===== config.mk =====
export PLATFORM = sky130hd
export DESIGN_NAME = d_factor_threshold_gen
export DESIGN_NICKNAME = d
export VERILOG_FILES = /design/src/rtl/d_factor_pkg.sv /design/src/rtl/d_factor_lut.sv /design/src/rtl/d_factor_threshold_gen.sv
export SDC_FILE = /design/constraint.sdc
export NUM_CORES = 1
export LEC_CHECK = 0
export ABC_AREA = 1
export CAP_MARGIN = 0
export CORE_ASPECT_RATIO = 1.5
export CORE_MARGIN = 2
export CORE_UTILIZATION = 50
export DETAILED_ROUTE_END_ITERATION = 6
export GPL_TIMING_DRIVEN = 1
export PLACE_DENSITY = 0.73
export SLEW_MARGIN = 25
export SYNTH_ARGS = -nofsm -noshare
export SYNTH_HDL_FRONTEND = slang
export SYNTH_SLANG_ARGS = --single-unit

===== constraint.sdc =====
create_clock -name clock -period 12.7 [get_ports clock]
set_clock_uncertainty 0.05 [all_clocks]
set_input_delay 1.27 -clock clock [delete_from_list [all_inputs] [get_ports clock]]
set_output_delay 1.27 -clock clock [all_outputs]
set_load 0.01 [all_outputs]

===== src/rtl/d_factor_pkg.sv =====
// Shared constants and the D-factor table for the adaptive-threshold D_Factor path.
// D factors are unsigned Q4.12: 1.0 at index 0 up to 3.0 at index 32, in steps of 1/16.
package d_factor_pkg;

  localparam int D_FRAC  = 12;
  localparam int DF_W    = 16;
  localparam int IDX_W   = 6;
  localparam int IDX_MAX = 32;

  // Out-of-range addresses read as the last entry so the table stays monotonic.
  function automatic logic [DF_W-1:0] d_lut(input logic [IDX_W-1:0] k);
    logic [IDX_W-1:0] kc;
    kc = (k > IDX_W'(IDX_MAX)) ? IDX_W'(IDX_MAX) : k;
    return DF_W'(4096 + 256 * int'(kc));
  endfunction

endpackage


===== src/rtl/d_factor_lut.sv =====
// Registered 33-entry D-factor ROM: the averaged index is in, and the Q4.12 factor is out one edge later.
module d_factor_lut
  import d_factor_pkg::*;
(
  input  logic             clock,
  input  logic             reset,
  input  logic [IDX_W-1:0] i_addr,
  output logic [DF_W-1:0]  o_dfac
);

  always_ff @(posedge clock or posedge reset) begin
    if (reset) o_dfac <= '0;
    else       o_dfac <= d_lut(i_addr);
  end

endmodule


===== src/rtl/d_factor_threshold_gen.sv =====
// Averages encoder indices over 2^AVG_LOG2 samples and maps the average through the D-factor table.
// The result is scaled by the noise floor and emitted as a saturated threshold, with a 4-stage valid chain.
module d_factor_threshold_gen
  import d_factor_pkg::*;
#(
  parameter int               AVG_LOG2 = 2,
  parameter int               NOISE_W  = 24,
  parameter int               THR_W    = 24,
  parameter logic [THR_W-1:0] THR_INIT = {THR_W{1'b1}}
) (
  input  logic               clock,
  input  logic               reset,
  input  logic               clear,
  input  logic [5:0]         index_in,
  input  logic               index_dv,
  input  logic [NOISE_W-1:0] noise_in,
  input  logic               noise_dv,
  output logic [THR_W-1:0]   threshold_out,
  output logic               threshold_dv,
  output logic [5:0]         avg_index_out
);

  localparam int ACC_W  = IDX_W + AVG_LOG2;
  localparam int CNT_W  = (AVG_LOG2 > 0) ? AVG_LOG2 : 1;
  localparam int PROD_W = NOISE_W + DF_W;
  localparam int SHF_W  = PROD_W - D_FRAC;

  logic [ACC_W-1:0]   r_acc;
  logic [CNT_W-1:0]   r_cnt;
  logic [NOISE_W-1:0] r_noise;
  logic [NOISE_W-1:0] r_noise_snap;
  logic [IDX_W-1:0]   r_avg;
  logic [PROD_W-1:0]  r_prod;
  logic [3:1]         r_vld_pipe;

  logic [IDX_W-1:0]   w_idx;
  logic [ACC_W-1:0]   w_sum;
  logic [IDX_W-1:0]   w_avg;
  logic               w_last;
  logic               w_fire;
  logic               w_out_en;
  logic [DF_W-1:0]    w_dfac;
  logic [SHF_W-1:0]   w_shf;
  logic [THR_W-1:0]   w_thr;

  assign w_idx  = (index_in > 6'(IDX_MAX)) ? 6'(IDX_MAX) : index_in;
  assign w_sum  = r_acc + ACC_W'(w_idx);
  assign w_avg  = IDX_W'(w_sum >> AVG_LOG2);
  // With AVG_LOG2=0 the counter is pinned at 0, so every sample closes a block.
  assign w_last = (r_cnt == CNT_W'((1 << AVG_LOG2) - 1));
  assign w_fire = index_dv & ~clear & w_last;

  always_ff @(posedge clock or posedge reset) begin
    if (reset) begin
      r_acc <= '0;
      r_cnt <= '0;
    end else if (clear) begin
      r_acc <= '0;
      r_cnt <= '0;
    end else if (index_dv) begin
      if (w_last) begin
        r_acc <= '0;
        r_cnt <= '0;
      end else begin
        r_acc <= w_sum;
        r_cnt <= r_cnt + 1'b1;
      end
    end
  end

  always_ff @(posedge clock or posedge reset) begin
    if (reset)         r_noise <= '0;
    else if (noise_dv) r_noise <= noise_in;
  end

  always_ff @(posedge clock or posedge reset) begin
    if (reset)      r_vld_pipe <= '0;
    else if (clear) r_vld_pipe <= '0;
    else            r_vld_pipe <= {r_vld_pipe[2:1], w_fire};
  end

  // S1: the debug output and the table address move together. Clear leaves both untouched.
  always_ff @(posedge clock or posedge reset) begin
    if (reset) begin
      r_avg         <= '0;
      avg_index_out <= '0;
    end else if (w_fire) begin
      r_avg         <= w_avg;
      avg_index_out <= w_avg;
    end
  end

  // S2: the noise snapshot aligns with the table read, so a noise_dv on this edge is seen only by later blocks.
  d_factor_lut u_lut (
    .clock  (clock),
    .reset  (reset),
    .i_addr (r_avg),
    .o_dfac (w_dfac)
  );

  always_ff @(posedge clock or posedge reset) begin
    if (reset) r_noise_snap <= '0;
    else       r_noise_snap <= r_noise;
  end

  // S3
  always_ff @(posedge clock or posedge reset) begin
    if (reset) r_prod <= '0;
    else       r_prod <= PROD_W'(r_noise_snap) * PROD_W'(w_dfac);
  end

  // S4: floor-shift out the fraction, then saturate.
  assign w_shf = SHF_W'(r_prod >> D_FRAC);

  generate
    if (SHF_W > THR_W) begin : g_sat
      assign w_thr = (|w_shf[SHF_W-1:THR_W]) ? {THR_W{1'b1}} : w_shf[THR_W-1:0];
    end else begin : g_nosat
      assign w_thr = THR_W'(w_shf);
    end
  endgenerate

  assign w_out_en = r_vld_pipe[3] & ~clear;

  always_ff @(posedge clock or posedge reset) begin
    if (reset) begin
      threshold_out <= THR_INIT;
      threshold_dv  <= 1'b0;
    end else begin
      threshold_dv <= w_out_en;
      if (w_out_en) threshold_out <= w_thr;
    end
  end

endmodule

# Yosys cells after proc, flatten, opt, wreduce, memory -nomap -nowiden
# Index checks and enable logic that the tools add are counted.
[word_totals] register_bits=148
[op_classes] n_mul=1 n_bitwise=4 n_reduce_logical=2 n_mux=10 magnitude_cmp=2 eq_ne=1 add_sub_neg=3
[op_table] cell="$mul A24 B16 Y40" n=1
[op_table] cell="$mux W24" n=1
[op_table] cell="$mux W8" n=3
[op_table] cell="$add A13 B14 Y15 const A" n=1
[op_table] cell="$gt A6 B6 Y1 const B" n=2
[op_table] cell="$mux W6" n=2
[op_table] cell="$add A8 B6 Y8" n=1
[op_table] cell="$mux W2" n=3
[op_table] cell="$reduce_or A4 Y1" n=1
[op_table] cell="$and A1 B1 Y1" n=3
[op_table] cell="$mux W3" n=1
[op_table] cell="$add A2 B1 Y2 const B" n=1
[op_table] cell="$eq A2 B2 Y1 const B" n=1
[op_table] cell="$reduce_bool A2 Y1" n=1
[op_table] cell="$not A1 Y1" n=1

# Logic depth before layout (Yosys ltp)
[logic_depth] word_depth=6 depth_mapped=24 depth_no_buf=23

# Cells and area by module
# Synthesis repeated with hierarchy kept, for this count alone.
[unflattened] hier_cells=2114 hier_area_um2=17359.1
[modules_own_cells] mod="d_factor_threshold_gen" area_per_inst_um2=17038.8 seq_area_each_um2=3032.9 n_inst=1 cells_per_inst=2082
[modules_own_cells] mod="d_factor_lut" area_per_inst_um2=320.3 seq_area_each_um2=175.2 n_inst=1 cells_per_inst=32

# Least setup slack after synthesis
# OpenSTA, ideal clock, no wires.
[synth_timing] kind="reg2reg" startpoint="register u_lut.o_dfac[14]" endpoint="register r_prod[29]" arrival_time_ns=4.707 setup_ns=0.125 synth_period_minus_slack_ns=4.881 slack_ns=7.819 path_stages_with_launch=21 path_cell_list="dfrtp_1 clkbuf_1 nand2_1 fa_1 fa_1 inv_1 fa_1 inv_1 fa_1 inv_1 ha_1 ha_1 inv_1 fa_1 inv_1 nand3_1 nand3_1 nand2_1 nand2_1 a21oi_2 xor2_1"
[synth_via] elab_chain_len=1
[synth_lines] item="from (decl)" line_no="d_factor_lut.sv:8" source="output logic [DF_W-1:0] o_dfac"
[synth_lines] item="from (signal assigned)" line_no="d_factor_lut.sv:13" source="else o_dfac <= d_lut(i_addr);"
[synth_lines] item="$mul A24 B16 Y40" line_no="d_factor_threshold_gen.sv:109" source="else r_prod <= PROD_W'(r_noise_snap) * PROD_W'(w_dfac);"
[synth_lines] item="to (signal assigned)" line_no="d_factor_threshold_gen.sv:109"
[synth_lines] item="to (decl)" line_no="d_factor_threshold_gen.sv:33" source="logic [PROD_W-1:0] r_prod;"
# No other way between the ends.
# A chain may end at the register's enable or synchronous reset.

# Worst setup path in the final report
[layout_timing] startpoint="register u_lut.o_dfac[14]" endpoint="register r_prod[37]"
# The elaborated chain is that of the path after synthesis.

==> results_dict.tcl <==
set metrics [dict create \
    slew_violations 0 \
    clock-root-buffer "clkbuf_16" \
    synthSimpleGateAreaFrac_pct 17.62 \
    wl_per_cell_um 13.09 \
    grt_start_max_net_pins 73 \
    hold_viol 0 \
    cts_resized 0 \
    cap_viol_max_count 0 \
    antenna_found_initial 0 \
    die_area_um2 24000 \
    nFillCells 1983 \
    place_hpwl_mm 17.74 \
    ys_warn_count 0 \
    synth_compound_area_share_pct 4.201 \
    drt_iter0_drc 421 \
    grt_pass1_wl_mm 40.01 \
    synthMuxAreaShare_pct 2.375 \
    cts.sinks 126 \
    synthCells 1364 \
    cp_slowest_cell "dfrtp_1" \
    mostFrequentLayoutCells "inv_1, nand2_1, ha_1, fa_1, dfrtp_1" \
    critPathMaxStageDelay_ns 0.88 \
    h-tree-depth 4 \
    synth-adder-area-share_pct 33.17 \
    holdCritPathClass "flop to flop" \
    fmax_ghz 0.1850 \
    path_cells "nand2_1 > fa_1 > fa_1 > inv_1 > fa_1 > inv_1 > fa_1 > inv_1 > ha_1 > ha_1 > inv_1 > fa_1 > inv_1 > nand3_1 > nand3_1 > nand2_1 > nand2_1 > nand3_2 > nand3_1 > nand2_1 > nand2_1" \
    post_cts_buffers 0 \
    areaGrowthSynthToFinish_pct 13.45 \
    via_per_inst 4.896 \
    die_h_um 188.7 \
    port_buffers 65 \
    finalSetupViolations 0 \
    slew-limit-headroom_pct 36.44 \
    grt_overflow 0 \
    globalplace.congestion 0.8758 \
    drt_wl_total_mm 22.45 \
    antenna_left 0 \
    n_antenna_cell 0 \
    required_ns 13.02 \
    track_usage_pct 20.58 \
    critPathLaunchType "flop" \
    cts_tree "built" \
    worstSetupPathType "flop to flop" \
    period_share_pct 42.55 \
    cp_max_fo 24 \
    worst_slew_pin_slew_ns 0.9534 \
    multi_input_area_um2 6714 \
    final-seq-area_um2 3183 \
    num-nets-final 1696 \
    num_io_pins 66 \
    rsz0062_at_grt "false" \
    num_rows 67 \
    core_area_um2 22380 \
    synthesis.area_um2 11380 \
    end_kind "flop" \
    tns_ns 0 \
    cts.clk_slew.worst_paths_ns 0.06 \
    clk_path_buf_depth 2 \
    num_vias 8397 \
    period_minus_slack_ns 5.404 \
    yosysSeqAreaShare_pct 27.98 \
    status "finished, final reports clean" \
    drive_above_1_share_pct 8.131 \
    first_global_vias 8884 \
    yosysUniqueCellTypes 34 \
    ys_ff_latch 126 \
    syn_area_per_cell_um2 8.341 \
    layout_commonest_cell "inv_1" \
    firstDrtPassIters 5 \
    clk_latency_ns 0.43 \
    die_w_um 127.2 \
    synthXorXnorAreaFrac_pct 1.617 \
    synth_top_family_by_area "adder cells" \
    syn-num-nets 1634 \
    hold_buffers 0 \
    critPathArrivalTime_ns 5.72 \
    numCtsBuffers 17 \
    drc 0 \
    start_util_pct 50.83 \
]
-- final cells by class --
type,count,share of cell area (%)
clock inverter,14,1.396
inverter,367,10.69
sequential,126,24.66
clock buffer,18,3.325
tap,276,2.675
timing repair buffer,69,5.235
multi-input combinational,845,52.02
-- critical path, delay by kind of cell, from the launching register on --
kind | cells | cell delay (ns)
adders and majority gates | 7 | 3.16
and+or+nand+nor | 9 | 0.95
DFF | 1 | 0.88
buffers and inverters | 5 | 0.30
-- per-stage QoR --
step	hold slack [ns]	utilization (%)	setup slack, ns	cell area (um^2)	cells
2_1_floorplan	0.3001	-	7.819	11380	1364
3_3_place_gp	0.3060	54.97	7.380	12300	1683
3_5_place_dp	0.3095	54.94	7.300	12300	1683
4_1_cts	0.3230	57.67	7.289	12910	1715
5_1_grt	0.3370	57.67	7.012	12910	1715
6_report	0.3191	57.67	7.296	12910	1715
-- cell families (layout without fill, tap and decap cells) --
logic type	after synthesis	in the layout
AOI/OAI and AO/OA	90	90
xor gates and xnor gates	21	21
adders and majority gates	235	235
buffers and inverters	393	468
DFF	126	126
muxes	24	24
other	1	1
and+or+nand+nor	474	474
-- cell usage after synthesis (all sizes together) --
cell type | count | area, um^2
nand2 | 369 | 1415
inv | 367 | 1378
ha | 124 | 1551
fa | 111 | 2222
dfrtp | 102 | 2552
o21ai | 60 | 300.3
nor2 | 45 | 234.0
nand3 | 33 | 180.2
dfstp | 24 | 630.6
mux2 | 24 | 270.3
a21oi | 22 | 113.9
clkbuf | 22 | 82.58
nand4 | 14 | 87.58
xor2 | 13 | 113.9
xnor2 | 8 | 70.07
and2 | 5 | 31.28
buf | 4 | 20.02
o21bai | 4 | 30.03
a22o | 3 | 26.28
nand3b | 2 | 15.01
or2 | 2 | 12.52
a21o | 1 | 7.510
and3 | 1 | 6.260
conb | 1 | 3.750
nor3 | 1 | 5.000
nor4 | 1 | 6.260
or3 | 1 | 11.26
-- worst paths after layout --
check                                      start  cells past startpoint              end  slack [ns]
worst max-delay path            u_lut.o_dfac[14]                     21       r_prod[37]        7.30
worst min-delay path                  r_noise[9]                      0  r_noise_snap[9]        0.32
worst max register to register  u_lut.o_dfac[14]                     21       r_prod[37]        7.30
worst min register to register        r_noise[9]                      0  r_noise_snap[9]        0.32
max in group asynchronous                  reset                      3       r_noise[3]       10.03
min in group asynchronous                  reset                      2    r_vld_pipe[3]        1.24
-- sequential cells by signal, indices dropped and copies added (netlist names) --
| signal | count |
|---|---|
| r_noise_snap | 24 |
| r_avg | 6 |
| r_vld_pipe | 3 |
| r_cnt | 2 |
| u_lut.o_dfac | 7 |
| r_acc | 8 |
| threshold_out | 24 |
| r_prod | 27 |
| r_noise | 24 |
| threshold_dv | 1 |
-- layer usage --
metal	up-vias	GRT usage, %	share of wire, %
met4	0	6.213	1.8
met3	36	3.322	3.9
li1	4172	-	-
met2	203	37.94	54
met5	-	0	0
met1	3986	24.43	41
Power is left out: the tool's default activity adds up to more than one toggle a clock period on the data nets, which glitch-free logic cannot reach.
